$ cat src/rtl/twofish_pkg.sv
// Shared Twofish h-function definitions: q-permutation nibble tables,
// q-select pattern, key-select encoding and sequencer state enum.
package twofish_pkg;

  // Nibble tables, element i holds t[i].
  localparam logic [15:0][3:0] Q0_T0 = 64'h4ACE_95B0_23F6_D718;
  localparam logic [15:0][3:0] Q0_T1 = 64'hD907_6A4F_5321_8BCE;
  localparam logic [15:0][3:0] Q0_T2 = 64'h1742_3F8C_09D6_E5AB;
  localparam logic [15:0][3:0] Q0_T3 = 64'hAC58_03B9_E621_4F7D;
  localparam logic [15:0][3:0] Q1_T0 = 64'h5CA0_4913_E67F_DB82;
  localparam logic [15:0][3:0] Q1_T1 = 64'h809F_5AD6_73C4_B2E1;
  localparam logic [15:0][3:0] Q1_T2 = 64'hF3B2_8DE0_A961_57C4;
  localparam logic [15:0][3:0] Q1_T3 = 64'hA802_F746_ED3C_159B;

  // q select per [stage][byte], 1 = q1; stage 3 row is unused.
  localparam logic [3:0][3:0] QSEL = {
    4'b0000,  // stage 3
    4'b0101,  // stage 2: q1 q0 q1 q0
    4'b1100,  // stage 1: q0 q0 q1 q1
    4'b1010   // stage 0: q0 q1 q0 q1
  };

  typedef enum logic [1:0] {
    ST_IDLE,
    ST_RUN,
    ST_DONE
  } state_e;

  typedef enum logic [1:0] {
    KEY_L1,
    KEY_L0,
    KEY_NONE
  } ksel_e;

  function automatic ksel_e key_sel(
    input logic [1:0] st
  );
    case (st)
      2'd0:    return KEY_L1;
      2'd1:    return KEY_L0;
      default: return KEY_NONE;
    endcase
  endfunction

  function automatic logic [3:0] ror4(
    input logic [3:0] v
  );
    return {v[0], v[3:1]};
  endfunction

endpackage

$ cat src/rtl/h_seq_ctrl_q_perm_unit.sv
// Combinational Twofish q0/q1 byte permutation.
// Ports: x (8b in), sel (0 = q0, 1 = q1), y (8b out).
module q_perm_unit
  import twofish_pkg::*;
(
  input  logic [7:0] x,
  input  logic       sel,
  output logic [7:0] y
);

  logic [15:0][3:0] t0, t1, t2, t3;
  logic [3:0] a0, b0, a1, b1;
  logic [3:0] a2, b2, a3, b3;
  logic [3:0] a4, b4;

  always_comb begin
    t0 = sel ? Q1_T0 : Q0_T0;
    t1 = sel ? Q1_T1 : Q0_T1;
    t2 = sel ? Q1_T2 : Q0_T2;
    t3 = sel ? Q1_T3 : Q0_T3;
    a0 = x[7:4];
    b0 = x[3:0];
    a1 = a0 ^ b0;
    // (8*a) mod 16 keeps only a[0] in the MSB
    b1 = a0 ^ ror4(b0) ^ {a0[0], 3'b000};
    a2 = t0[a1];
    b2 = t1[b1];
    a3 = a2 ^ b2;
    b3 = a2 ^ ror4(b2) ^ {a2[0], 3'b000};
    a4 = t2[a3];
    b4 = t3[b3];
    y  = {b4, a4};
  end

endmodule

$ cat src/rtl/h_seq_ctrl.sv
// Twofish h-function S-box sequencer (k = 2), 12 lookups on one q unit.
// Ports: clk, rst, in_* request handshake, out_* result handshake, busy.
module h_seq_ctrl
  import twofish_pkg::*;
(
  input  logic        clk,
  input  logic        rst,
  input  logic        in_valid,
  output logic        in_ready,
  input  logic [31:0] in_x,
  input  logic [31:0] in_l0,
  input  logic [31:0] in_l1,
  output logic        out_valid,
  input  logic        out_ready,
  output logic [31:0] out_y,
  output logic        busy
);

  state_e           state;
  logic [3:0][7:0]  acc;
  logic [3:0][7:0]  key0;
  logic [3:0][7:0]  key1;
  logic [1:0]       stage;
  logic [1:0]       bidx;

  logic [7:0]       q_in;
  logic [7:0]       q_out;
  logic             q_sel;
  logic [7:0]       kbyte;
  logic [3:0][7:0]  acc_nxt;

  always_comb begin
    q_in  = acc[bidx];
    q_sel = QSEL[stage][bidx];
    case (key_sel(stage))
      KEY_L1:  kbyte = key1[bidx];
      KEY_L0:  kbyte = key0[bidx];
      default: kbyte = 8'h00;
    endcase
    acc_nxt       = acc;
    acc_nxt[bidx] = q_out ^ kbyte;
  end

  q_perm_unit u_q (
    .x   (q_in),
    .sel (q_sel),
    .y   (q_out)
  );

  always_ff @(posedge clk) begin
    if (rst) begin
      state     <= ST_IDLE;
      acc       <= '0;
      key0      <= '0;
      key1      <= '0;
      stage     <= '0;
      bidx      <= '0;
      in_ready  <= 1'b1;
      out_valid <= 1'b0;
      out_y     <= '0;
      busy      <= 1'b0;
    end else begin
      unique case (state)
        ST_IDLE: begin
          if (in_valid) begin
            acc      <= in_x;
            key0     <= in_l0;
            key1     <= in_l1;
            stage    <= '0;
            bidx     <= '0;
            state    <= ST_RUN;
            in_ready <= 1'b0;
            busy     <= 1'b1;
          end
        end
        ST_RUN: begin
          if (stage == 2'd3) begin
            // unreachable stage: recover to idle
            state    <= ST_IDLE;
            stage    <= '0;
            bidx     <= '0;
            in_ready <= 1'b1;
            busy     <= 1'b0;
          end else begin
            acc  <= acc_nxt;
            bidx <= bidx + 2'd1;
            if (bidx == 2'd3) begin
              if (stage == 2'd2) begin
                stage     <= '0;
                state     <= ST_DONE;
                out_valid <= 1'b1;
                out_y     <= acc_nxt;
              end else begin
                stage <= stage + 2'd1;
              end
            end
          end
        end
        ST_DONE: begin
          if (out_ready) begin
            state     <= ST_IDLE;
            out_valid <= 1'b0;
            out_y     <= '0;
            in_ready  <= 1'b1;
            busy      <= 1'b0;
          end
        end
        default: begin
          state     <= ST_IDLE;
          in_ready  <= 1'b1;
          out_valid <= 1'b0;
          out_y     <= '0;
          busy      <= 1'b0;
        end
      endcase
    end
  end

endmodule

$ cat config.mk
export PLATFORM = sky130hd
export DESIGN_NAME = h_seq_ctrl
export DESIGN_NICKNAME = d
export VERILOG_FILES = /design/src/rtl/twofish_pkg.sv /design/src/rtl/h_seq_ctrl_q_perm_unit.sv /design/src/rtl/h_seq_ctrl.sv
export SDC_FILE = /design/constraint.sdc
export NUM_CORES = 1
export LEC_CHECK = 0
export ABC_AREA = 1
export CORE_MARGIN = 8
export CORE_UTILIZATION = 49
export DETAILED_ROUTE_END_ITERATION = 10
export GPL_TIMING_DRIVEN = 0
export PLACE_DENSITY_LB_ADDON = 0.15
export SETUP_SLACK_MARGIN = 0.02
export SLEW_MARGIN = 5
export SYNTH_ARGS = -nofsm -noshare
export SYNTH_HDL_FRONTEND = slang
export SYNTH_SLANG_ARGS = --single-unit
$ cat constraint.sdc
create_clock -name clk -period 2.9 [get_ports clk]
set_input_delay 0.58 -clock clk [delete_from_list [all_inputs] [get_ports clk]]
set_output_delay 0.58 -clock clk [all_outputs]
set_load 0.02 [all_outputs]
# After elaboration in Yosys (flattened, before gate mapping)
# Cells that the tools add are included.
# word_totals
register_bits	137
input_bits	100
output_inout_bits	35
wordCells	123
# classes
n_addsub	2
n_lt_le_gt_ge	7
n_eq_ne	15
n_mux	60
bitwise	8
n_reduce_logical	12
# ops
operator	count
two-way mux 32 bit	6
case mux 32 bit (3 select lines)	1
binary-select mux 4 bit (select 4 bit)	4
two-way mux 64 bit	1
case mux 32 bit (2 select lines)	1
two-way mux 63 bit	1
two-way mux 61 bit	1
two-way mux 59 bit	1
binary-select mux 8 bit (select 2 bit)	3
bitwise mux 32 bit	1
two-way mux 8 bit	4
XOR 4 bit	6
less-than comparator 4 x 5 -> 1 bit, second input constant	4
two-way mux 2 bit	10
two-way mux 4 bit	5
demux 8 bit (select 2 bit)	1
case mux 8 bit (2 select lines)	1
!= test 2 bit, second input constant	6
case mux 2 bit (2 select lines)	3
two-way mux 1 bit	10
case mux 1 bit (3 select lines)	3
AND reduction 3 bit	3
binary-select mux 4 bit (select 2 bit)	1
equality test 2 bit, second input constant	4
15 further kinds	23

# Depth between registers and ports, before layout
# Gate-level depths: netlist (run 1).
# logic_depth
depth_word	17
depth_mapped	30
mapped_depth_nobuf	30

# Hierarchy
# A second synthesis (run 1) with hierarchy kept.
# hier_totals
cells_unflattened	1269
area_unflattened_um2	8366.8
# modules_own_cells
module	instances	cells_each	area_each_um2	seq_area_each_um2
h_seq_ctrl	1	950	6593.8	2742.6
q_perm_unit	1	319	1773.0	0.0

# Least setup slack after synthesis (run 1)
# No wires, ideal clock.
# synth_timing
path_type	register to register
startpoint	register stage[1]
endpoint	register out_y[19]
setup_time_ns	0.128
arrival_ns	2.967
required_ns	2.772
setup_slack_ns	-0.195
stages_incl_launch_ff	31
synth_period_minus_slack_ns	3.095
cell_sequence	dfxtp_1 > inv_1 > ha_1 > clkbuf_1 > inv_1 > nand2_1 > nand2_1 > nand2_2 > inv_2 > ha_1 > inv_1 > nand2_1 > nand2_1 > inv_2 > nor2_1 > nand2_1 > nand2_2 > nand2_1 > nand2_1 > inv_1 > ha_1 > inv_1 > nand2_1 > nand2_1 > nand2_1 > nand3_1 > nand2_1 > nand2_1 > nand3_1 > nand2_1 > a21oi_1
# synth_between
elab_chain_len	16
word_cells_on_any_way	31
classes_between	eq/ne: 6; mux: 20; bitwise: 2; reduce/logical: 3
# synth_lines
element	line	source
start, declared	h_seq_ctrl.sv:23	logic [1:0] stage;
start signal, assigned	h_seq_ctrl.sv:94	stage <= stage + 2'd1;
binary-select mux 4 bit (select 2 bit)	h_seq_ctrl.sv:34	q_sel = QSEL[stage][bidx];
two-way mux 4 bit (not written as such)	h_seq_ctrl.sv:34	
binary-select mux 1 bit (select 2 bit)	h_seq_ctrl.sv:34	
two-way mux 1 bit (not written as such)	h_seq_ctrl.sv:34	
two-way mux 61 bit or two-way mux 63 bit (tied branches)	h_seq_ctrl_q_perm_unit.sv:17, h_seq_ctrl_q_perm_unit.sv:18	
binary-select mux 4 bit (select 4 bit), on equally long branches	h_seq_ctrl_q_perm_unit.sv:26, h_seq_ctrl_q_perm_unit.sv:27	
two-way mux 4 bit, on equally long branches	h_seq_ctrl_q_perm_unit.sv:26, h_seq_ctrl_q_perm_unit.sv:27	
XOR 4 bit	h_seq_ctrl_q_perm_unit.sv:28	a3 = a2 ^ b2;
binary-select mux 4 bit (select 4 bit)	h_seq_ctrl_q_perm_unit.sv:30	a4 = t2[a3];
two-way mux 4 bit (not written as such)	h_seq_ctrl_q_perm_unit.sv:30	
XOR 8 bit	h_seq_ctrl.sv:41	acc_nxt[bidx] = q_out ^ kbyte;
bitwise mux 32 bit	h_seq_ctrl.sv:41	
two-way mux 32 bit	h_seq_ctrl.sv:88	if (stage == 2'd2) begin
two-way mux 32 bit	h_seq_ctrl.sv:87	if (bidx == 2'd3) begin
two-way mux 32 bit	h_seq_ctrl.sv:77	if (stage == 2'd3) begin
case mux 32 bit (3 select lines)	h_seq_ctrl.sv:63	unique case (state)
end signal, assigned	h_seq_ctrl.sv:92	out_y <= acc_nxt;
end, declared	h_seq_ctrl.sv:15	output logic [31:0] out_y,
# Several ways; a longest one is shown, not always the timed one. The select of a mux whose other input is x is not followed.
# A chain may end at the register's enable or synchronous reset.

# Final worst setup path (run 1)
# layout_timing
startpoint	register bidx[0]
endpoint	register out_y[11]
# layout_between
elab_chain_len	15
word_cells_on_any_way	36
classes_between	order compare: 2; eq/ne: 2; mux: 25; bitwise: 5; reduce/logical: 2
# layout_lines
element	line	source
start, declared	h_seq_ctrl.sv:24	logic [1:0] bidx;
start signal, assigned	h_seq_ctrl.sv:86	bidx <= bidx + 2'd1;
binary-select mux 8 bit (select 2 bit)	h_seq_ctrl.sv:33	q_in = acc[bidx];
two-way mux 8 bit (not written as such)	h_seq_ctrl.sv:33	
XOR 4 bit (2 in series)	h_seq_ctrl_q_perm_unit.sv:25	b1 = a0 ^ ror4(b0) ^ {a0[0], 3'b000};
binary-select mux 4 bit (select 4 bit)	h_seq_ctrl_q_perm_unit.sv:27	b2 = t1[b1];
two-way mux 4 bit (not written as such)	h_seq_ctrl_q_perm_unit.sv:27	
XOR 4 bit	h_seq_ctrl_q_perm_unit.sv:28	
binary-select mux 4 bit (select 4 bit)	h_seq_ctrl_q_perm_unit.sv:30	
two-way mux 4 bit (not written as such)	h_seq_ctrl_q_perm_unit.sv:30	
XOR 8 bit	h_seq_ctrl.sv:41	
bitwise mux 32 bit	h_seq_ctrl.sv:41	
two-way mux 32 bit	h_seq_ctrl.sv:88	
two-way mux 32 bit	h_seq_ctrl.sv:87	
two-way mux 32 bit	h_seq_ctrl.sv:77	
case mux 32 bit (3 select lines)	h_seq_ctrl.sv:63	
# Several ways; a longest one is shown, not always the timed one. The select of a mux whose other input is x is not followed.

==> qor.yml, run 1 <==
cp-start-kind: "register"
num_vias: 10300
slowest_delay_ps: 380
root_buffer: "clkbuf_16"
gp_congestion: 0.983
crit_path_frequent_cell: "nand2_1"
cts_tree: "built"
p_leak_nw: 5.23
crit_slowest_cell: "dfxtp_4"
num_rows: 47
rsz0062_at_grt: "yes"
nets: 1666
r2r_end: "out_y[11]"
violations: "negative setup slack"
holdWs_ps: 471
drive_gt1_share_pct: 26.5
synth_cells: 1335
path_class: "reg2reg"
synth_area_leader_cell: "dfxtp_1"
synthArstFlopShare_pct: 0
vias_per_cell: 5.80
r2r_slack_ps: -330
dp_hpwl_um: 22700
antenna_found_initial: 0
multi_input_area_um2: 6570
yosys.area.top_type_share_pct: 32.9
core-area_um2: 16600
synth_enable_flop_cells: 0
synth_flop_cell: "dfxtp_1"
gr-total-overflow: 0
pin_count: 135
cellPowerDensity_nw_per_um2: 1100
setup_ws_ps: -329
grt_pass1_wl_um: 48800
cp.required_ps: 3190
drtIter0Drc: 839
finalMaxSlewViolations: 0
syn_to_final_growth_pct: 51.6
worst-r2r-cell-count: 28
syn_area_um2: 8320
htree_levels: 4
grt_max_degree: 17
fillers: 1281
grt_pass1_vias: 9642
fin_crit_sh_pct: 111
worst_slew_pin_slew_ps: 895
final_cell_area_um2: 12600
ctsHoldBuffers: 0
synth_seq_area_share_pct: 32.9
wl_um: 33000
synth-warning-count: 0
setup_violations: 64
synth-seq-cells: 137
ir_worst_vdd_mv: 0.699
cp_max_fo: 5
cts_inserted_buffers: 17
regArea_um2: 2750
grt_util_all_layers_pct: 27.9
cp.arrival_ps: 3520
hold_violations: 0
fin_cells: 1770
drt-wirelength-per-cell_um: 18.6
hold_path_end: "out_valid"
max_cap_violations: 0
die_area_um2: 21400
clkTransAtPathRegs_ps: 70
max-slew-margin-rel_pct: 40.3
fp.dieH_um: 146
setup.worst_path.end_class: "register"
synth_nets: 1464
place_ws_ps: -677
hold-path-cell-count: 2
clockBufferDepth: 2
syn_avg_cell_area_um2: 6.24
yosysMostFrequentCell: "nand2_1"
worstHoldStart: "out_valid"
place_inst: 1688
start_util_pct: 50.2
cts_sinks: 137
clk_latency_ps: 430
die_x_um: 146
dpl_cell_area_um2: 9990
period_minus_slack_ps: 3230
status: "complete, but fails checks"
synth_area_leaders: "dfxtp_1 (33%), nand2_1 (14%), o21ai_0 (10%)"
fmax_mhz: 310
synth_cell_types: 30
diodes: 0
finClkSkew_ps: 13.8
route.detailed.drc: 0
drtPass1Iterations: 8
portBuffers: 133
ant_nets: 0
ys_top_cells_by_count: "nand2_1 (319), nor2_1 (213), o21ai_0 (170)"
rr_startpoint: "bidx[0]"
hp-class: "reg2reg"
==> area by class of cell <==
cell class                      count  area share [%]
Clock buffer                       17            3.37
Sequential cell                   137            21.8
Tap cell                          220            2.18
Inverter                           67            2.21
Multi-Input combinational cell   1055            52.1
Clock inverter                     15            1.39
Timing Repair Buffer              184            14.2
Buffer                             75            2.79
==> layout by cell type, fill, tap and decap left out, types with 6 or more instances in the layout <==
cell type	instances
a21oi_1	79
a21oi_2	45
buf_4	42
buf_6	8
clkbuf_1	66
clkbuf_16	17
clkdlybuf4s50_1	133
dfxtp_1	133
ha_1	12
ha_4	16
inv_1	46
inv_2	13
inv_4	6
inv_8	6
nand2_1	205
nand2_2	90
nand2_4	56
nand3_1	68
nand3_2	37
nand3_4	30
nor2_1	208
o21ai_0	170
o22ai_1	9
==> flip-flops by register name, indices dropped and copies added, names as in the netlist <==
register	cells
out_valid	1
acc	32
key1	32
in_ready	1
bidx	2
stage	2
state	2
out_y	32
busy	1
key0	32
==> power breakdown <==
group	leakage, nW	internal, mW	switching (mW)	total [mW]
Combinational	3.80	3.23	6.10	9.33
Clock	0.294	1.23	0.994	2.23
Sequential	1.14	2.11	0.165	2.27
Total	5.23	6.57	7.25	13.8
==> metrics by stage <==
stage / power [mW] / utilization, % / TNS, ps
floorplan: 6.23 / - / 0
global placement: 7.70 / 60.3 / -32320
detailed placement: 7.77 / 60.3 / -35260
CTS: 11.6 / 70.5 / -10670
global route: 14.5 / 76.1 / -26370
finish: 13.8 / 76.1 / -16840
==> worst max path at each step <==
stage	start	end	slack, ps
global route	stage[1]	out_y[22]	-480
detailed placement	bidx[1]	out_y[3]	-680
CTS	bidx[0]	acc[21]	-220
floorplan	stage[0]	out_y[21]	30
finish	bidx[0]	out_y[11]	-330
global placement	bidx[1]	out_y[3]	-610
==> kinds of logic (layout without fill, tap and decap cells) <==
group / after synthesis / count (layout) / share of synthesized area, %
AO/OA/AOI/OAI: 318 / 318 / 19.8
adder cells (fa/ha/maj): 29 / 29 / 4.36
buffers and inverters: 143 / 358 / 6.93
flip-flops: 137 / 137 / 32.9
AND/OR/NAND/NOR: 708 / 708 / 36.0
==> routing by layer <==
metal / global-route usage, % / part of all wire, % / wire, um / vias up
li1: - / - / - / 4803
met2: 47.0 / 48 / 15900 / 538
met1: 34.2 / 40 / 13100 / 4809
met5: 0 / 0 / 0 / -
met4: 11.4 / 4.1 / 1350 / 0
met3: 5.56 / 7.9 / 2610 / 122
==> worst max-delay path, delay by kind of cell, from the launching register on <==
| kind | cells | cell delay (ps) |
|---|---|---|
| simple gates | 20 | 1910 |
| fa+ha+maj | 2 | 340 |
| flops | 1 | 380 |
| compound gates | 1 | 50 |
| buf+inv | 5 | 410 |
==> repair_timing <==
action,CTS,global route
gates resized for setup,191,185
gates cloned,1,0
pin swaps,63,109
endpoints found under the hold margin,0,0
endpoints found under the setup margin,64,64
setup buffers,38,12
(Power assumes the default switching activity.)
==> run 2, diff against run 1 <==
--- a/config.mk
+++ b/config.mk
@@ -8,6 +8,7 @@
 export ABC_AREA = 1
 export CORE_MARGIN = 8
 export CORE_UTILIZATION = 49
+export CTS_BUF_LIST = sky130_fd_sc_hd__clkbuf_16
 export DETAILED_ROUTE_END_ITERATION = 10
 export GPL_TIMING_DRIVEN = 0
 export PLACE_DENSITY_LB_ADDON = 0.15
==> results of run 2 <==
No change in the layout: final DEF, timing and power equal those of run 1.
==> run 3, diff against run 2 <==
--- a/config.mk
+++ b/config.mk
@@ -6,7 +6,7 @@
 export NUM_CORES = 1
 export LEC_CHECK = 0
 export ABC_AREA = 1
-export CORE_MARGIN = 8
+export CORE_MARGIN = 1
 export CORE_UTILIZATION = 49
 export CTS_BUF_LIST = sky130_fd_sc_hd__clkbuf_16
 export DETAILED_ROUTE_END_ITERATION = 10
==> run 3 against run 2 <==
  * The flow still finishes with violations (negative setup slack)
  * Cell count decreased by 0.23%
  * Combinational power decreased by 5.6%
  * Total power decreased by 3.6%
  * Hold slack improved by 1.7 ps
  * Routed wire length decreased by 6.3%
  * Core utilization decreased by 1.4 points
  * Cell area decreased by 1.8%
  * Global-route usage increased by 5.3 points
  * Clock-buffer cell count unchanged
  * Die area decreased by 18%
  * Sequential power about the same
==> qor.yml, run 3 (same netlist as run 1, synthesis figures left out) <==
num_vias: 10200  # was 10,300
crit_end: "out_y[30]"  # was out_y[11]
cts_tree: "built"  # unchanged
layout_common_cells: "nand2_1 (215), nor2_1 (207), o21ai_0 (170)"  # was nor2_1 (208), nand2_1 (205), o21ai_0 (170)
max-slew-margin-rel_pct: 46.5  # was 40.3%
cellPowerDensity_nw_per_um2: 1070  # was 1100 nW/um2
period_minus_slack_ps: 3250  # was 3230 ps
fillers: 1332  # was 1,281
startpoint: "bidx[0]"  # unchanged
setup.worst_path.end_class: "register"  # unchanged
antenna_found_initial: 0  # unchanged
dpl_cell_area_um2: 9990  # unchanged
nets: 1662  # was 1,666
pin_count: 135  # unchanged
core-area_um2: 16600  # unchanged
slowest_delay_ps: 440  # was 380 ps
cp.required_ps: 3200  # was 3190 ps
fp.dieH_um: 132  # was 146 um
clkTransAtPathRegs_ps: 70  # about the same
p_total_mw: 13.3  # was 13.8 mW
route.detailed.drc: 0  # unchanged
clk_latency_ps: 430  # about the same
ir_worst_vdd_mv: 0.668  # was 0.699 mV
ctsHoldBuffers: 0  # unchanged
vias_per_cell: 5.78  # was 5.80
grt_pass1_wl_um: 46200  # was 48,800 um
start_util_pct: 50.2  # unchanged
drtIter0Drc: 965  # was 839
clockBufferDepth: 2  # unchanged
htree_levels: 4  # unchanged
fin_crit_sh_pct: 112  # was 111%
final_common_cell: "nand2_1"  # was nor2_1
rr_startpoint: "bidx[0]"  # unchanged
diodes: 0  # unchanged
cp.arrival_ps: 3540  # was 3520 ps
die_x_um: 132  # was 146 um
rsz0062_at_grt: "yes"  # unchanged
grt_pass1_vias: 9341  # was 9,642
gr-total-overflow: 0  # unchanged
die_area_um2: 17500  # was 21,400 um2
root_buffer: "clkbuf_16"  # unchanged
dp_hpwl_um: 21400  # was 22,700 um
place_inst: 1688  # unchanged
gp_congestion: 0.968  # was 0.983
fmax_mhz: 308  # was 310 MHz
grt_max_degree: 17  # unchanged
p_leak_nw: 5.22  # was 5.23 nW
ant_nets: 0  # unchanged
crit_path_frequent_cell: "nand2_2"  # was nand2_1
hp-class: "reg2reg"  # unchanged
r2r_slack_ps: -350  # was -330 ps
grt_util_all_layers_pct: 33.2  # was 27.9%
drtPass1Iterations: 8  # unchanged
status: "complete, but fails checks"  # unchanged
num_rows: 47  # unchanged
fin_cells: 1766  # was 1,770
crit_slowest_cell: "dfxtp_4"  # unchanged
violations: "negative setup slack"  # unchanged
portBuffers: 133  # unchanged
finClkSkew_ps: 10.9  # was 13.8 ps
syn_to_final_growth_pct: 48.9  # was 51.6%
hold_violations: 0  # unchanged
worst-r2r-cell-count: 27  # was 28
cp_max_fo: 10  # was 5
wl_um: 30900  # was 33,000 um
cts_sinks: 137  # unchanged
cp-start-kind: "register"  # unchanged
hold-path-cell-count: 2  # unchanged
r2r_end: "out_y[30]"  # was out_y[11]
finalMaxSlewViolations: 0  # unchanged
path_class: "reg2reg"  # unchanged
drt-wirelength-per-cell_um: 17.5  # was 18.6 um
final_cell_area_um2: 12400  # was 12,600 um2
cts_inserted_buffers: 17  # unchanged
worst_slew_pin_slew_ps: 803  # was 895 ps
drive_gt1_share_pct: 24.5  # was 26.5%
max_cap_violations: 0  # unchanged
utilization_pct: 74.7  # was 76.1%
setup_ws_ps: -346  # was -329 ps
setup_violations: 64  # unchanged
-- run 3: cell count changes in the layout (fill, tap and decap cells not counted), sizes merged --
cell	change
clkinv	-1
bufinv	+1
clkbuf	+1
nand2	+1
buf	-6
-- run 3: per-layer routing --
layer	global-route usage, %	vias up	share of wire (%)
li1	-	4802	-
met1	41.7	4742	40
met2	55.7	544	48
met3	6.88	116	8.6
met4	13.0	0	4.2
met5	0	-	0
-- run 3: where the power goes --
part	switching, mW	internal (mW)
Sequential	0.163	2.11
Combinational	5.75	3.06
Clock	0.944	1.30
Total	6.85	6.47
-- run 3: per-stage QoR --
stage | TNS (ps) | setup WS [ps] | hold slack, ps
after global routing | -26930 | -559 | 490
after detailed placement | -33450 | -613 | 459
after CTS | -9490 | -197 | 471
final | -16480 | -346 | 472
after floorplan | 0 | 28.2 | 430
after global placement | -32150 | -594 | 453
-- run 3: repair_timing --
item	CTS	global route
buffers inserted	32	13
pin swaps	71	84
gates resized for setup	200	137
gates cloned	1	1
setup endpoints to repair	64	64
-- run 3: worst max-delay path, delay by kind of cell, from the launching register on --
| kind | cells | cell delay (ps) |
|---|---|---|
| compound gates | 1 | 70 |
| fa+ha+maj | 1 | 170 |
| buf+inv | 4 | 400 |
| simple gates | 21 | 2030 |
| flops | 1 | 440 |
-- run 3: area by class of cell --
type                    count  area, um2  area share (%)
multi-input cells        1056       6400            51.6
plain buffers              75        364            2.94
well taps                 220        275            2.22
flip-flops and latches    137       2750            22.2
repair buffers            179       1720            13.8
clock inverters            15        183            1.47
clock buffers              17        425            3.43
inverters                  67        279            2.25
-- run 3: worst min path at each step --
| stage | start | to | slack, ps |
|---|---|---|---|
| floorplan | key1[10] | key1[10] | 430 |
| global placement | key1[11] | key1[11] | 450 |
| detailed placement | busy | busy | 460 |
| CTS | busy | busy | 470 |
| global route | key1[8] | key1[8] | 490 |
| finish | out_valid | out_valid | 470 |
